## config.mk

```make
export PLATFORM = sky130hd
export DESIGN_NAME = reservation_station_flat
export DESIGN_NICKNAME = d
export VERILOG_FILES = /design/src/rtl/reservation_station_pkg.sv /design/src/rtl/reservation_station_if.sv /design/src/rtl/reservation_station_entry.sv /design/src/rtl/reservation_station.sv /design/src/flat_wrapper.sv
export SDC_FILE = /design/constraint.sdc
export NUM_CORES = 2
export LEC_CHECK = 0
export CAP_MARGIN = 30
export CORE_ASPECT_RATIO = 0.7
export CORE_UTILIZATION = 55
export CTS_CLUSTER_DIAMETER = 200
export DETAILED_ROUTE_END_ITERATION = 8
export PLACE_DENSITY = 0.85
export RECOVER_POWER = 100
export SLEW_MARGIN = 20
export SYNTH_ARGS = -nofsm -noshare
export SYNTH_HDL_FRONTEND = slang
export SYNTH_SLANG_ARGS = --single-unit
```

## constraint.sdc

```tcl
create_clock -name clock -period 24.7 [get_ports clock]
set_input_delay 3.705 -clock clock [delete_from_list [all_inputs] [get_ports clock]]
set_output_delay 3.705 -clock clock [all_outputs]
set_load 0.02 [all_outputs]
```

## src/rtl/reservation_station_pkg.sv

```systemverilog
// Shared widths, bus payload types and helpers for the reservation station.
package reservation_station_pkg;

   localparam int unsigned RS_LEN  = 8;
   localparam int unsigned ROB_LEN = 32;
   localparam int unsigned ROB_W   = $clog2(ROB_LEN);
   localparam int unsigned XLEN    = 32;
   localparam int unsigned INST_W  = 32;
   localparam int unsigned REG_W   = 5;
   localparam int unsigned FUNC_W  = 4;

   typedef logic [ROB_W-1:0] rob_tag_t;

   typedef struct packed {
      logic              valid;
      logic [INST_W-1:0] inst;
      logic [XLEN-1:0]   rs1_value;
      logic [XLEN-1:0]   rs2_value;
      logic [REG_W-1:0]  dest_reg_idx;
      logic [FUNC_W-1:0] alu_func;
   } id_packet_t;

   typedef struct packed {
      rob_tag_t rs1_tag;
      rob_tag_t rs2_tag;
      logic     rs1_ready;
      logic     rs2_ready;
   } mt2rs_packet_t;

   typedef struct packed {
      rob_tag_t        rob_entry;
      logic [XLEN-1:0] rs1_value;
      logic [XLEN-1:0] rs2_value;
      rob_tag_t        rob_head_idx;
   } rob2rs_packet_t;

   typedef struct packed {
      rob_tag_t        reg_tag;
      logic [XLEN-1:0] reg_value;
   } cdb_packet_t;

   typedef struct packed {
      rob_tag_t rs1_tag;
      rob_tag_t rs2_tag;
   } rs2rob_packet_t;

   typedef struct packed {
      logic [REG_W-1:0] dest_reg_idx;
      rob_tag_t         rob_entry;
      logic             valid;
   } rs2mt_packet_t;

   typedef struct packed {
      logic              valid;
      logic [INST_W-1:0] inst;
      logic [XLEN-1:0]   rs1_value;
      logic [XLEN-1:0]   rs2_value;
      logic [REG_W-1:0]  dest_reg_idx;
      logic [FUNC_W-1:0] alu_func;
      rob_tag_t          rob_entry;
   } is_packet_t;

   // One source operand held in a slot: value is meaningful only when ready.
   typedef struct packed {
      logic            ready;
      rob_tag_t        tag;
      logic [XLEN-1:0] value;
   } operand_t;

   // Distance of a ROB entry from the head, modulo ROB_LEN (smaller = older).
   function automatic rob_tag_t rob_age(rob_tag_t entry, rob_tag_t head);
      return ROB_W'(entry - head);
   endfunction

endpackage

```

## src/rtl/reservation_station_if.sv

```systemverilog
// Dispatch/issue side bus of the reservation station.
interface reservation_station_if;
   import reservation_station_pkg::*;

   id_packet_t              id_packet_in;
   mt2rs_packet_t           mt2rs_packet_in;
   rob2rs_packet_t          rob2rs_packet_in;
   cdb_packet_t             cdb_packet_in;
   logic [RS_LEN-1:0]       rs_entry_clear_in;
   rs2rob_packet_t          rs2rob_packet_out;
   rs2mt_packet_t           rs2mt_packet_out;
   is_packet_t              is_packet_out;
   logic [RS_LEN-1:0]       rs_entry_clear_out;
   logic                    valid;

   modport slave (
      input  id_packet_in, mt2rs_packet_in, rob2rs_packet_in, cdb_packet_in, rs_entry_clear_in,
      output rs2rob_packet_out, rs2mt_packet_out, is_packet_out, rs_entry_clear_out, valid
   );

   modport master (
      output id_packet_in, mt2rs_packet_in, rob2rs_packet_in, cdb_packet_in, rs_entry_clear_in,
      input  rs2rob_packet_out, rs2mt_packet_out, is_packet_out, rs_entry_clear_out, valid
   );

endinterface

```

## src/rtl/reservation_station_entry.sv

```systemverilog
// One reservation-station slot: holds a renamed instruction and snoops the CDB.
module reservation_station_entry
   import reservation_station_pkg::*;
(
   input  logic              clock,
   input  logic              reset,
   input  logic              enable,
   input  logic              clear,
   input  cdb_packet_t       cdb,
   input  operand_t          rs1_init,
   input  operand_t          rs2_init,
   input  rob_tag_t          rob_entry_in,
   input  logic [INST_W-1:0] inst_in,
   input  logic [REG_W-1:0]  dest_reg_idx_in,
   input  logic [FUNC_W-1:0] alu_func_in,
   output logic              busy,
   output logic              ready,
   output rob_tag_t          rob_entry,
   output is_packet_t        is_packet
);

   logic              busy_q;
   operand_t          rs1_q;
   operand_t          rs2_q;
   rob_tag_t          rob_q;
   logic [INST_W-1:0] inst_q;
   logic [REG_W-1:0]  dest_q;
   logic [FUNC_W-1:0] func_q;

   // A waiting operand captures the broadcast value when its tag matches; tag 0 never matches.
   function automatic operand_t wake(operand_t op, cdb_packet_t c);
      operand_t r;
      r = op;
      if (!op.ready && (c.reg_tag != '0) && (c.reg_tag == op.tag)) begin
         r.ready = 1'b1;
         r.value = c.reg_value;
      end
      return r;
   endfunction

   // Slot state: a new dispatch wins over a clear so a freed slot can be refilled at once.
   always_ff @(posedge clock) begin
      if (reset) begin
         busy_q <= 1'b0;
         rs1_q  <= '0;
         rs2_q  <= '0;
         rob_q  <= '0;
         inst_q <= '0;
         dest_q <= '0;
         func_q <= '0;
      end else if (enable) begin
         busy_q <= 1'b1;
         rs1_q  <= rs1_init;
         rs2_q  <= rs2_init;
         rob_q  <= rob_entry_in;
         inst_q <= inst_in;
         dest_q <= dest_reg_idx_in;
         func_q <= alu_func_in;
      end else if (clear) begin
         busy_q <= 1'b0;
      end else if (busy_q) begin
         rs1_q <= wake(rs1_q, cdb);
         rs2_q <= wake(rs2_q, cdb);
      end
   end

   // Issue view of the slot.
   always_comb begin
      busy      = busy_q;
      ready     = busy_q & rs1_q.ready & rs2_q.ready;
      rob_entry = rob_q;
      is_packet = '{valid:        ready,
                    inst:         inst_q,
                    rs1_value:    rs1_q.value,
                    rs2_value:    rs2_q.value,
                    dest_reg_idx: dest_q,
                    alu_func:     func_q,
                    rob_entry:    rob_q};
   end

endmodule

```

## src/rtl/reservation_station.sv

```systemverilog
// Unified reservation station: operand resolution at dispatch, CDB wakeup, oldest-ready issue.
module reservation_station
   import reservation_station_pkg::*;
(
   input  logic                  clock,
   input  logic                  reset,
   reservation_station_if.slave  bus
);

   logic [RS_LEN-1:0] busy;
   logic [RS_LEN-1:0] ready;
   logic [RS_LEN-1:0] free;
   logic [RS_LEN-1:0] disp_sel;
   logic [RS_LEN-1:0] issue_sel;
   rob_tag_t          entry_rob [RS_LEN];
   is_packet_t        entry_pkt [RS_LEN];
   operand_t          rs1_init;
   operand_t          rs2_init;
   is_packet_t        issue_pkt;
   rob_tag_t          age;
   rob_tag_t          best_age;
   logic              found;
   logic              has_free;
   logic              dispatch;

   // Operand source: regfile when unrenamed, ROB when produced, same-cycle CDB, else wait on tag.
   function automatic operand_t resolve(rob_tag_t tag, logic mt_ready, logic [XLEN-1:0] id_value,
                                        logic [XLEN-1:0] rob_value, cdb_packet_t cdb);
      operand_t op;
      op.tag   = tag;
      op.ready = 1'b1;
      op.value = id_value;
      if (tag != '0) begin
         if (mt_ready) begin
            op.value = rob_value;
         end else if (cdb.reg_tag == tag) begin
            op.value = cdb.reg_value;
         end else begin
            op.ready = 1'b0;
            op.value = '0;
         end
      end
      return op;
   endfunction

   assign rs1_init = resolve(bus.mt2rs_packet_in.rs1_tag, bus.mt2rs_packet_in.rs1_ready,
                             bus.id_packet_in.rs1_value, bus.rob2rs_packet_in.rs1_value,
                             bus.cdb_packet_in);
   assign rs2_init = resolve(bus.mt2rs_packet_in.rs2_tag, bus.mt2rs_packet_in.rs2_ready,
                             bus.id_packet_in.rs2_value, bus.rob2rs_packet_in.rs2_value,
                             bus.cdb_packet_in);

   // Lowest-index free slot; a slot being cleared this cycle counts as free.
   always_comb begin
      free     = ~busy | bus.rs_entry_clear_in;
      disp_sel = '0;
      for (int i = int'(RS_LEN) - 1; i >= 0; i--) begin
         if (free[i]) begin
            disp_sel    = '0;
            disp_sel[i] = 1'b1;
         end
      end
   end

   assign has_free = |free;
   assign dispatch = bus.id_packet_in.valid & has_free;

   for (genvar g = 0; g < RS_LEN; g++) begin : g_entry
      reservation_station_entry u_entry (
         .clock           (clock),
         .reset           (reset),
         .enable          (dispatch & disp_sel[g]),
         .clear           (bus.rs_entry_clear_in[g]),
         .cdb             (bus.cdb_packet_in),
         .rs1_init        (rs1_init),
         .rs2_init        (rs2_init),
         .rob_entry_in    (bus.rob2rs_packet_in.rob_entry),
         .inst_in         (bus.id_packet_in.inst),
         .dest_reg_idx_in (bus.id_packet_in.dest_reg_idx),
         .alu_func_in     (bus.id_packet_in.alu_func),
         .busy            (busy[g]),
         .ready           (ready[g]),
         .rob_entry       (entry_rob[g]),
         .is_packet       (entry_pkt[g])
      );
   end

   // Age selector: ready entry closest to the ROB head issues; ROB tags are unique so no ties.
   always_comb begin
      issue_sel = '0;
      found     = 1'b0;
      best_age  = '1;
      age       = '0;
      for (int i = 0; i < int'(RS_LEN); i++) begin
         age = rob_age(entry_rob[i], bus.rob2rs_packet_in.rob_head_idx);
         if (ready[i] && (!found || (age < best_age))) begin
            found        = 1'b1;
            best_age     = age;
            issue_sel    = '0;
            issue_sel[i] = 1'b1;
         end
      end
   end

   // Issue mux; all fields read zero when nothing is selected.
   always_comb begin
      issue_pkt = '0;
      for (int i = 0; i < int'(RS_LEN); i++) begin
         if (issue_sel[i]) begin
            issue_pkt = entry_pkt[i];
         end
      end
   end

   assign bus.is_packet_out      = issue_pkt;
   assign bus.rs_entry_clear_out = issue_sel;
   assign bus.valid              = has_free;
   assign bus.rs2rob_packet_out  = '{rs1_tag: bus.mt2rs_packet_in.rs1_tag,
                                     rs2_tag: bus.mt2rs_packet_in.rs2_tag};
   assign bus.rs2mt_packet_out   = '{dest_reg_idx: bus.id_packet_in.dest_reg_idx,
                                     rob_entry:    bus.rob2rs_packet_in.rob_entry,
                                     valid:        dispatch & (bus.id_packet_in.dest_reg_idx != '0)};

endmodule

```

## src/flat_wrapper.sv

```systemverilog
// flat-port wrapper written by rule: the top's interface ports become plain ports
module reservation_station_flat import reservation_station_pkg::*;
  (clock, reset, bus_id_packet_in, bus_mt2rs_packet_in, bus_rob2rs_packet_in, bus_cdb_packet_in, bus_rs_entry_clear_in, bus_rs2rob_packet_out, bus_rs2mt_packet_out, bus_is_packet_out, bus_rs_entry_clear_out, bus_valid);
  reservation_station_if bus_i ();
  input  logic clock;
  input  logic reset;
  input wire logic [$bits(bus_i.id_packet_in)-1:0] bus_id_packet_in;
  input wire logic [$bits(bus_i.mt2rs_packet_in)-1:0] bus_mt2rs_packet_in;
  input wire logic [$bits(bus_i.rob2rs_packet_in)-1:0] bus_rob2rs_packet_in;
  input wire logic [$bits(bus_i.cdb_packet_in)-1:0] bus_cdb_packet_in;
  input wire logic [$bits(bus_i.rs_entry_clear_in)-1:0] bus_rs_entry_clear_in;
  output wire logic [$bits(bus_i.rs2rob_packet_out)-1:0] bus_rs2rob_packet_out;
  output wire logic [$bits(bus_i.rs2mt_packet_out)-1:0] bus_rs2mt_packet_out;
  output wire logic [$bits(bus_i.is_packet_out)-1:0] bus_is_packet_out;
  output wire logic [$bits(bus_i.rs_entry_clear_out)-1:0] bus_rs_entry_clear_out;
  output wire logic [$bits(bus_i.valid)-1:0] bus_valid;
  assign bus_i.id_packet_in = bus_id_packet_in;
  assign bus_i.mt2rs_packet_in = bus_mt2rs_packet_in;
  assign bus_i.rob2rs_packet_in = bus_rob2rs_packet_in;
  assign bus_i.cdb_packet_in = bus_cdb_packet_in;
  assign bus_i.rs_entry_clear_in = bus_rs_entry_clear_in;
  assign bus_rs2rob_packet_out = bus_i.rs2rob_packet_out;
  assign bus_rs2mt_packet_out = bus_i.rs2mt_packet_out;
  assign bus_is_packet_out = bus_i.is_packet_out;
  assign bus_rs_entry_clear_out = bus_i.rs_entry_clear_out;
  assign bus_valid = bus_i.valid;
  reservation_station u_core (.clock(clock), .reset(reset), .bus(bus_i));
endmodule
```

# Word-level counts from Yosys, hierarchy flattened
# Index checks and enable logic that the tools add are counted.
# op_classes
add_sub_neg,8
n_mul,0
n_div,0
magnitude_cmp,7
eq_ne,26
n_shift,0
n_mux,146
bitwise,28
n_reduce_logical,122
# ops
operator,n
two-way mux 38 bit,48
two-way mux 111 bit,8
two-way mux 32 bit,22
== test 5 bit,18
two-way mux 8 bit,9
nonzero test 2 bit,32
AND reduction 3 bit,16
two-way mux 1 bit,46
two-way mux 5 bit,8
subtractor 5 bit,8
logical AND 1 bit,39
less-than comparator 5 bit,7
AND 1 bit,26
zero test 1 bit,23
nonzero test 5 bit,4
"inequality test 2 x 1 -> 1 bit, second input constant",8
NOT 8 bit,1
bitwise OR 8 bit,1
OR reduction 8 bit,1
logical OR 1 bit,7
two-way mux 7 bit,1
two-way mux 6 bit,1
two-way mux 4 bit,1
two-way mux 3 bit,1
two-way mux 2 bit,1
# word_totals
register_bits,984
latchBits,0
ramBits,0
rom_bits,0
inputBits,239
out_inout_bits,141
wordCells,425
n_memories,0

# Logic depth before layout (Yosys ltp)
# logic_depth
ltp_word,39
depth_mapped,83
mapped_depth_nobuf,72

# Hierarchy
# From an unflattened synthesis, not the netlist that was laid out.
# hier_totals
hier_cells,6867
area_unflattened_um2,59831.1
# modules_own_cells
module,instances,cells_each,area_per_inst_um2,seq_area_each_um2
reservation_station_entry,8,616,6047.0,2462.4
reservation_station,1,1939,11454.7,0.0

# Worst setup path after synthesis
# No wires, ideal clock.
# synth_timing
path_type,in2out
start,in bus_rob2rs_packet_in[1]
end,out bus_is_packet_out[101]
arrival_time_ns,18.447
path_slack_ns,2.548
stages,78
path_cell_list,inv_1 -> ha_1 -> a21o_1 -> a21oi_1 -> xnor2_1 -> nand2b_1 -> inv_1 -> ha_1 -> nand3_1 -> nor2_1 -> a2111o_1 -> a211oi_2 -> or3_1 -> buf_2 -> mux2i_1 -> inv_1 -> ha_1 -> a21oi_1 -> (+42 left out) -> buf_2 -> nand2_1 -> o21a_1 -> ha_1 -> a21o_1 -> a21oi_1 -> o211ai_1 -> o41ai_1 -> a21boi_0 -> o31a_1 -> clkbuf_2 -> or2_1 -> buf_2 -> inv_4 -> buf_4 -> buf_2 -> nor3_1 -> a311oi_1
# synth_between
elab_chain_len,38
elab_cells_between_ends,63
classes_between,add/sub: 8; order compare: 7; mux: 28; reduce/logical: 20
# synth_lines
element,line_no,source
from (decl),flat_wrapper.sv:9,input wire logic [$bits(bus_i.rob2rs_packet_in)-1:0] bus_rob2rs_packet_in;
subtractor 5 bit,reservation_station_pkg.sv:72,return ROB_W'(entry - head);
two-way mux 5 bit,reservation_station.sv:96,if (ready[i] && (!found || (age < best_age))) begin
less-than comparator 5 bit,reservation_station.sv:96,
logical OR 1 bit,reservation_station.sv:96,
logical AND 1 bit,reservation_station.sv:96,
two-way mux 5 bit or two-way mux 1 bit (tied branches),reservation_station.sv:96,
less-than comparator 5 bit or zero test 1 bit (tied branches),reservation_station.sv:96,
logical OR 1 bit,reservation_station.sv:96,
(+16 left out),n/a,
logical AND 1 bit,reservation_station.sv:96,
two-way mux 5 bit or two-way mux 1 bit (tied branches),reservation_station.sv:96,
less-than comparator 5 bit or zero test 1 bit (tied branches),reservation_station.sv:96,
logical OR 1 bit,reservation_station.sv:96,
logical AND 1 bit,reservation_station.sv:96,
two-way mux 8 bit (*),reservation_station.sv:96,
two-way mux 111 bit (7 in series),reservation_station.sv:109,if (issue_sel[i]) begin
two-way mux 111 bit (*),reservation_station.sv:109,
to (decl),flat_wrapper.sv:14,output wire logic [$bits(bus_i.is_packet_out)-1:0] bus_is_packet_out;
# Mark *: on every way between the ends. The rest lies on a longest branch, timed or not.

# Final worst setup path
# layout_timing
start,in bus_rob2rs_packet_in[2]
end,out bus_is_packet_out[74]
# The elaborated chain is that of the path after synthesis.

==> results <==
- Among all cell types in the netlist, the one instantiated most often is sky130_fd_sc_hd__nand2_1.
- The checks that failed: capacitance limit, slew limit.
- After clock tree synthesis, the clock-pin slew on the worst setup and hold paths is 0.06 ns.
- The detailed-routing iteration count for the pre-antenna-repair pass is 9.
- On the critical path, the stage with the largest delay is an instance of sky130_fd_sc_hd__clkdlybuf4s50_1.
- The fraction of the cycle the final worst path needs is a little over nine tenths.
- At the worst endpoint, the required time is 21.00 ns.
- The final critical-path setup slack is 0.909 ns.
- The gate count of the mapped netlist is ~6700.
- The area enclosed by the die boundary is around 94000 µm².
- Among the stages of the critical path, the cell type that occurs most often is sky130_fd_sc_hd__ha_1.
- For this run, the number of Yosys warnings is 0.
- The total wire length is 188 mm.
- The number of port buffers is between 300 and 400.
- Static timing analysis puts the maximum clock frequency at 42.0 MHz.
- The end of the worst register-to-register path is u_core.g_entry[3].u_entry.is_packet[70]$_SDFFE_PP0P_.
- The largest fanout on the critical path is 49.
- The floorplan die height is 257 µm.
- The total vias in the final route is 52300.
- The number of global-route vias before repair is 48900.
- Counting flops with a built-in enable in the synthesized netlist gives 0.
- The die outline width is roughly 370 µm.
- The critical path startpoint is bus_rob2rs_packet_in[2].
- In this run the biggest area consumer among cell types represents 38.5% of the synthesized area.
- The cell leakage power is 22.5 nW.
- The starting density of the core is 55.5%.
- In the final layout, the share of cells above drive strength 1 is roughly 5.4%.
- For the pin with the worst max-slew slack, the measured transition is 10.76 ns.
- In the final layout, the multi-input gates occupy 28500 µm².
- The total grt overflow is 0.
- The startpoint-to-endpoint class of the critical path is in2out.
- The routed design could run at a clock period as short as roughly 24 ns.
- The synthesized netlist occupies a cell area of 51100 µm².
- The per-cell via count in the routed design is around 6.6.
- By area the synthesized netlist is led by sky130_fd_sc_hd__dfxtp_1 39%, sky130_fd_sc_hd__mux2i_1 10%, sky130_fd_sc_hd__nand2_1 8.8%.
- The area added between synthesis and finish is 14.0%.
- The number of placed I/O pins is 380.
- The final weighted congestion in routability-driven placement is around 0.93.
- For this run, the slowest stage of the critical path takes 0.72 ns.
- Clock tree synthesis selected as its root buffer the cell sky130_fd_sc_hd__clkbuf_16.
- Entering global routing, the biggest net connects 247 pins.
- The HPWL after detailed placement is 110 mm.
- The sort of element at the start of the critical path is an input port.
- The initialized floorplan defines 93 standard-cell rows.
- For the worst flop-to-flop path, the logic depth is 12.
- The filler cell count is 7427.
- The H-tree generated during clock tree synthesis spans 3 levels.
- Across the routed clock network, the largest skew measured is approximately 0.046 ns.
- Setup violations remaining at the end of the flow were counted as 0.
- In this run, the number of DRC markers left after iteration 0 of detailed routing was 8455.
- Across the VDD grid, the largest voltage drop is 0.0509 mV.
- The clock sink count is 984.
- The overall fraction of global-route tracks in use is roughly 38%.
- The area of all sequential standard cells is 19700 µm².
- Sorting the synthesized cells by how often they occur yields 1194 x sky130_fd_sc_hd__nand2_1, 984 x sky130_fd_sc_hd__dfxtp_1, 887 x sky130_fd_sc_hd__a21oi_1.
- The CTS tree is yes.
- The total count of max-transition violations in the final report came to 1868.
- The clock passes through at most 3 buffers.
- The cell type with the largest total area after synthesis is sky130_fd_sc_hd__dfxtp_1.
- The CTS buffer count is 94.
- The number of nets in the synthesized netlist is 7000.
- The initial antenna violation count came to 9.
- The run finished, with violations left.
- The post-synthesis average cell area is ~7.6 µm².
- The total area inside the core boundary comes to 92000 µm².
- Data arrives at the worst endpoint at between 20 and 25 ns.
- The proportion of synthesized chip area in sequential cells is approximately two fifths.
- In the routed design, unresolved DRC markers number 0.
- The count of nets left with antenna violations once routing finished came out at 0.
- The worst hold path belongs to the class reg2reg.
- STA classifies the critical path endpoint as a primary output.
- The synthesized design contains 984 register bits.
- For the worst-skew pair, the clock arrives at the later sink with an insertion delay of 0.68 ns.
- The number of nets in the layout is 6896.
- Measured against its own limit, the worst slew margin works out to -618%.
- The share of synthesized flip-flops with an asynchronous set or reset is 0%.
- Prior to clock tree synthesis, the placed netlist has a worst setup slack of 0.408 ns.
- The startpoint of the worst-slack reg-to-reg timing path is u_core.g_entry[4].u_entry.busy$_SDFFE_PP0P_.
- The critical path ends at bus_is_packet_out[74].
- Setup repair after global routing left no endpoint under its margin.
- Max-cap violations in this run came to 26.
- The number of distinct library cells after synthesis is 72.
- The setup TNS is 0 ns.
- The worst register-to-register path has a setup slack of 13.66 ns.
- The wire length of the first global-routing pass is between 200 and 300 mm.
- The most used flip-flop cell after synthesis is sky130_fd_sc_hd__dfxtp_1.
- Dividing total power by cell area gives a power density of slightly below 60 nW/µm².
- The total count of hold-check failures in the final report is 0.
- The average wire length per cell after detail routing is 23.8 µm.
[flip-flops by register name, indices dropped and copies added, names as in the netlist]
name                              flops
u_core.g_entry.u_entry.func_q        32
u_core.g_entry.u_entry.inst_q       256
u_core.g_entry.u_entry.is_packet    512
u_core.g_entry.u_entry.rob_entry     40
u_core.g_entry.u_entry.rs2_q         48
u_core.g_entry.u_entry.dest_q        40
u_core.g_entry.u_entry.busy           8
u_core.g_entry.u_entry.rs1_q         48
[cells by family after synthesis]
logic type / Yosys count / synth area share (%)
xor gates and xnor gates: 110 / 1.88
AOI/OAI and AO/OA: 1846 / 22.4
muxes: 521 / 10.2
DFF: 984 / 38.5
and+or+nand+nor: 2400 / 19.0
buffers and inverters: 766 / 6.27
adders and majority gates: 67 / 1.76
[timing repair]
| action | CTS | global route |
|---|---|---|
| hold buffers | 0 | 0 |
| gates resized for setup | 0 | 14 |
| buffers inserted | 0 | 4 |
| endpoints found under the setup margin | 0 | 113 |
[worst min path at each step]
stage,start,end,slack (ns),cells after the start
after global routing,u_core.g_entry[0].u_entry.inst_q[16]$_SDFFE_PP0P_,u_core.g_entry[0].u_entry.inst_q[16]$_SDFFE_PP0P_,0.47,2
after floorplan,u_core.g_entry[7].u_entry.inst_q[22]$_SDFFE_PP0P_,u_core.g_entry[7].u_entry.inst_q[22]$_SDFFE_PP0P_,0.43,2
final,u_core.g_entry[7].u_entry.inst_q[4]$_SDFFE_PP0P_,u_core.g_entry[7].u_entry.inst_q[4]$_SDFFE_PP0P_,0.45,2
after CTS,u_core.g_entry[3].u_entry.inst_q[14]$_SDFFE_PP0P_,u_core.g_entry[3].u_entry.inst_q[14]$_SDFFE_PP0P_,0.45,2
after global placement,u_core.g_entry[6].u_entry.inst_q[25]$_SDFFE_PP0P_,u_core.g_entry[6].u_entry.inst_q[25]$_SDFFE_PP0P_,0.44,2
after detailed placement,u_core.g_entry[3].u_entry.inst_q[14]$_SDFFE_PP0P_,u_core.g_entry[3].u_entry.inst_q[14]$_SDFFE_PP0P_,0.44,2
[layout by cell type, fill, tap and decap left out, types with 50 or more instances in the layout]
cell | netlist | layout
sky130_fd_sc_hd__nand2_1 | 1194 | 1193
sky130_fd_sc_hd__dfxtp_1 | 984 | 984
sky130_fd_sc_hd__a21oi_1 | 887 | 885
sky130_fd_sc_hd__nor2_1 | 796 | 788
sky130_fd_sc_hd__a211oi_1 | 539 | 539
sky130_fd_sc_hd__mux2i_1 | 519 | 519
sky130_fd_sc_hd__clkdlybuf4s50_1 | 0 | 248
sky130_fd_sc_hd__nor3_1 | 184 | 180
sky130_fd_sc_hd__nand3_1 | 133 | 125
sky130_fd_sc_hd__dlygate4sd3_1 | 0 | 117
sky130_fd_sc_hd__buf_4 | 69 | 113
sky130_fd_sc_hd__o21ai_0 | 109 | 109
sky130_fd_sc_hd__clkbuf_16 | 0 | 97
sky130_fd_sc_hd__a221oi_1 | 80 | 80
sky130_fd_sc_hd__o21ai_1 | 76 | 75
sky130_fd_sc_hd__xor2_1 | 60 | 60
sky130_fd_sc_hd__ha_1 | 59 | 59
sky130_fd_sc_hd__xnor2_1 | 50 | 50
[layer usage]
layer / wire length (µm) / global-route usage [%]
met1: 72000 / 50.3
met2: 78000 / 55.4
met3: 28900 / 12.1
met4: 9050 / 17.9
met5: 75 / 0
[worst max-delay path: cells and delay by family]
| family | cells | cell delay, ns |
|---|---|---|
| buffers and inverters | 9 | 2.34 |
| AO/OA/AOI/OAI | 34 | 7.74 |
| multiplexers | 4 | 1.35 |
| AND/OR/NAND/NOR | 15 | 2.42 |
| XOR/XNOR | 1 | 0.14 |
| adder cells (fa/ha/maj) | 8 | 2.38 |
[report_power, final]
part	internal [W]	switching [W]	total, W
sequential	0.00161	0.0000125	0.00162
combinational	0.0000887	0.000170	0.000259
clock	0.000916	0.000666	0.00158
[layout make-up]
| cell class | instances | share of cell area (%) |
|---|---|---|
| multi-input combinational | 4944 | 49.0 |
| sequential | 984 | 33.8 |
| timing repair buffer | 528 | 8.54 |
| clock buffer | 135 | 4.81 |
| tap | 1235 | 2.65 |
| clock inverter | 39 | 0.928 |
| inverter | 38 | 0.266 |
| antenna | 3 | 0.0129 |
[through the flow]
stage | total power (W) | cell area (µm²) | hold WS, ns | instances | utilization (%)
2_1_floorplan | 0.00180 | 51100 | 0.429 | 6694 | -
3_3_place_gp | 0.00189 | 54600 | 0.437 | 7697 | 59.4
3_5_place_dp | 0.00190 | 54800 | 0.443 | 7709 | 59.6
4_1_cts | 0.00344 | 58200 | 0.452 | 7883 | 63.2
5_1_grt | 0.00353 | 58300 | 0.465 | 7904 | 63.3
6_report | 0.00346 | 58300 | 0.449 | 7906 | 63.3
No activity file was read; power rests on OpenSTA's default activity.
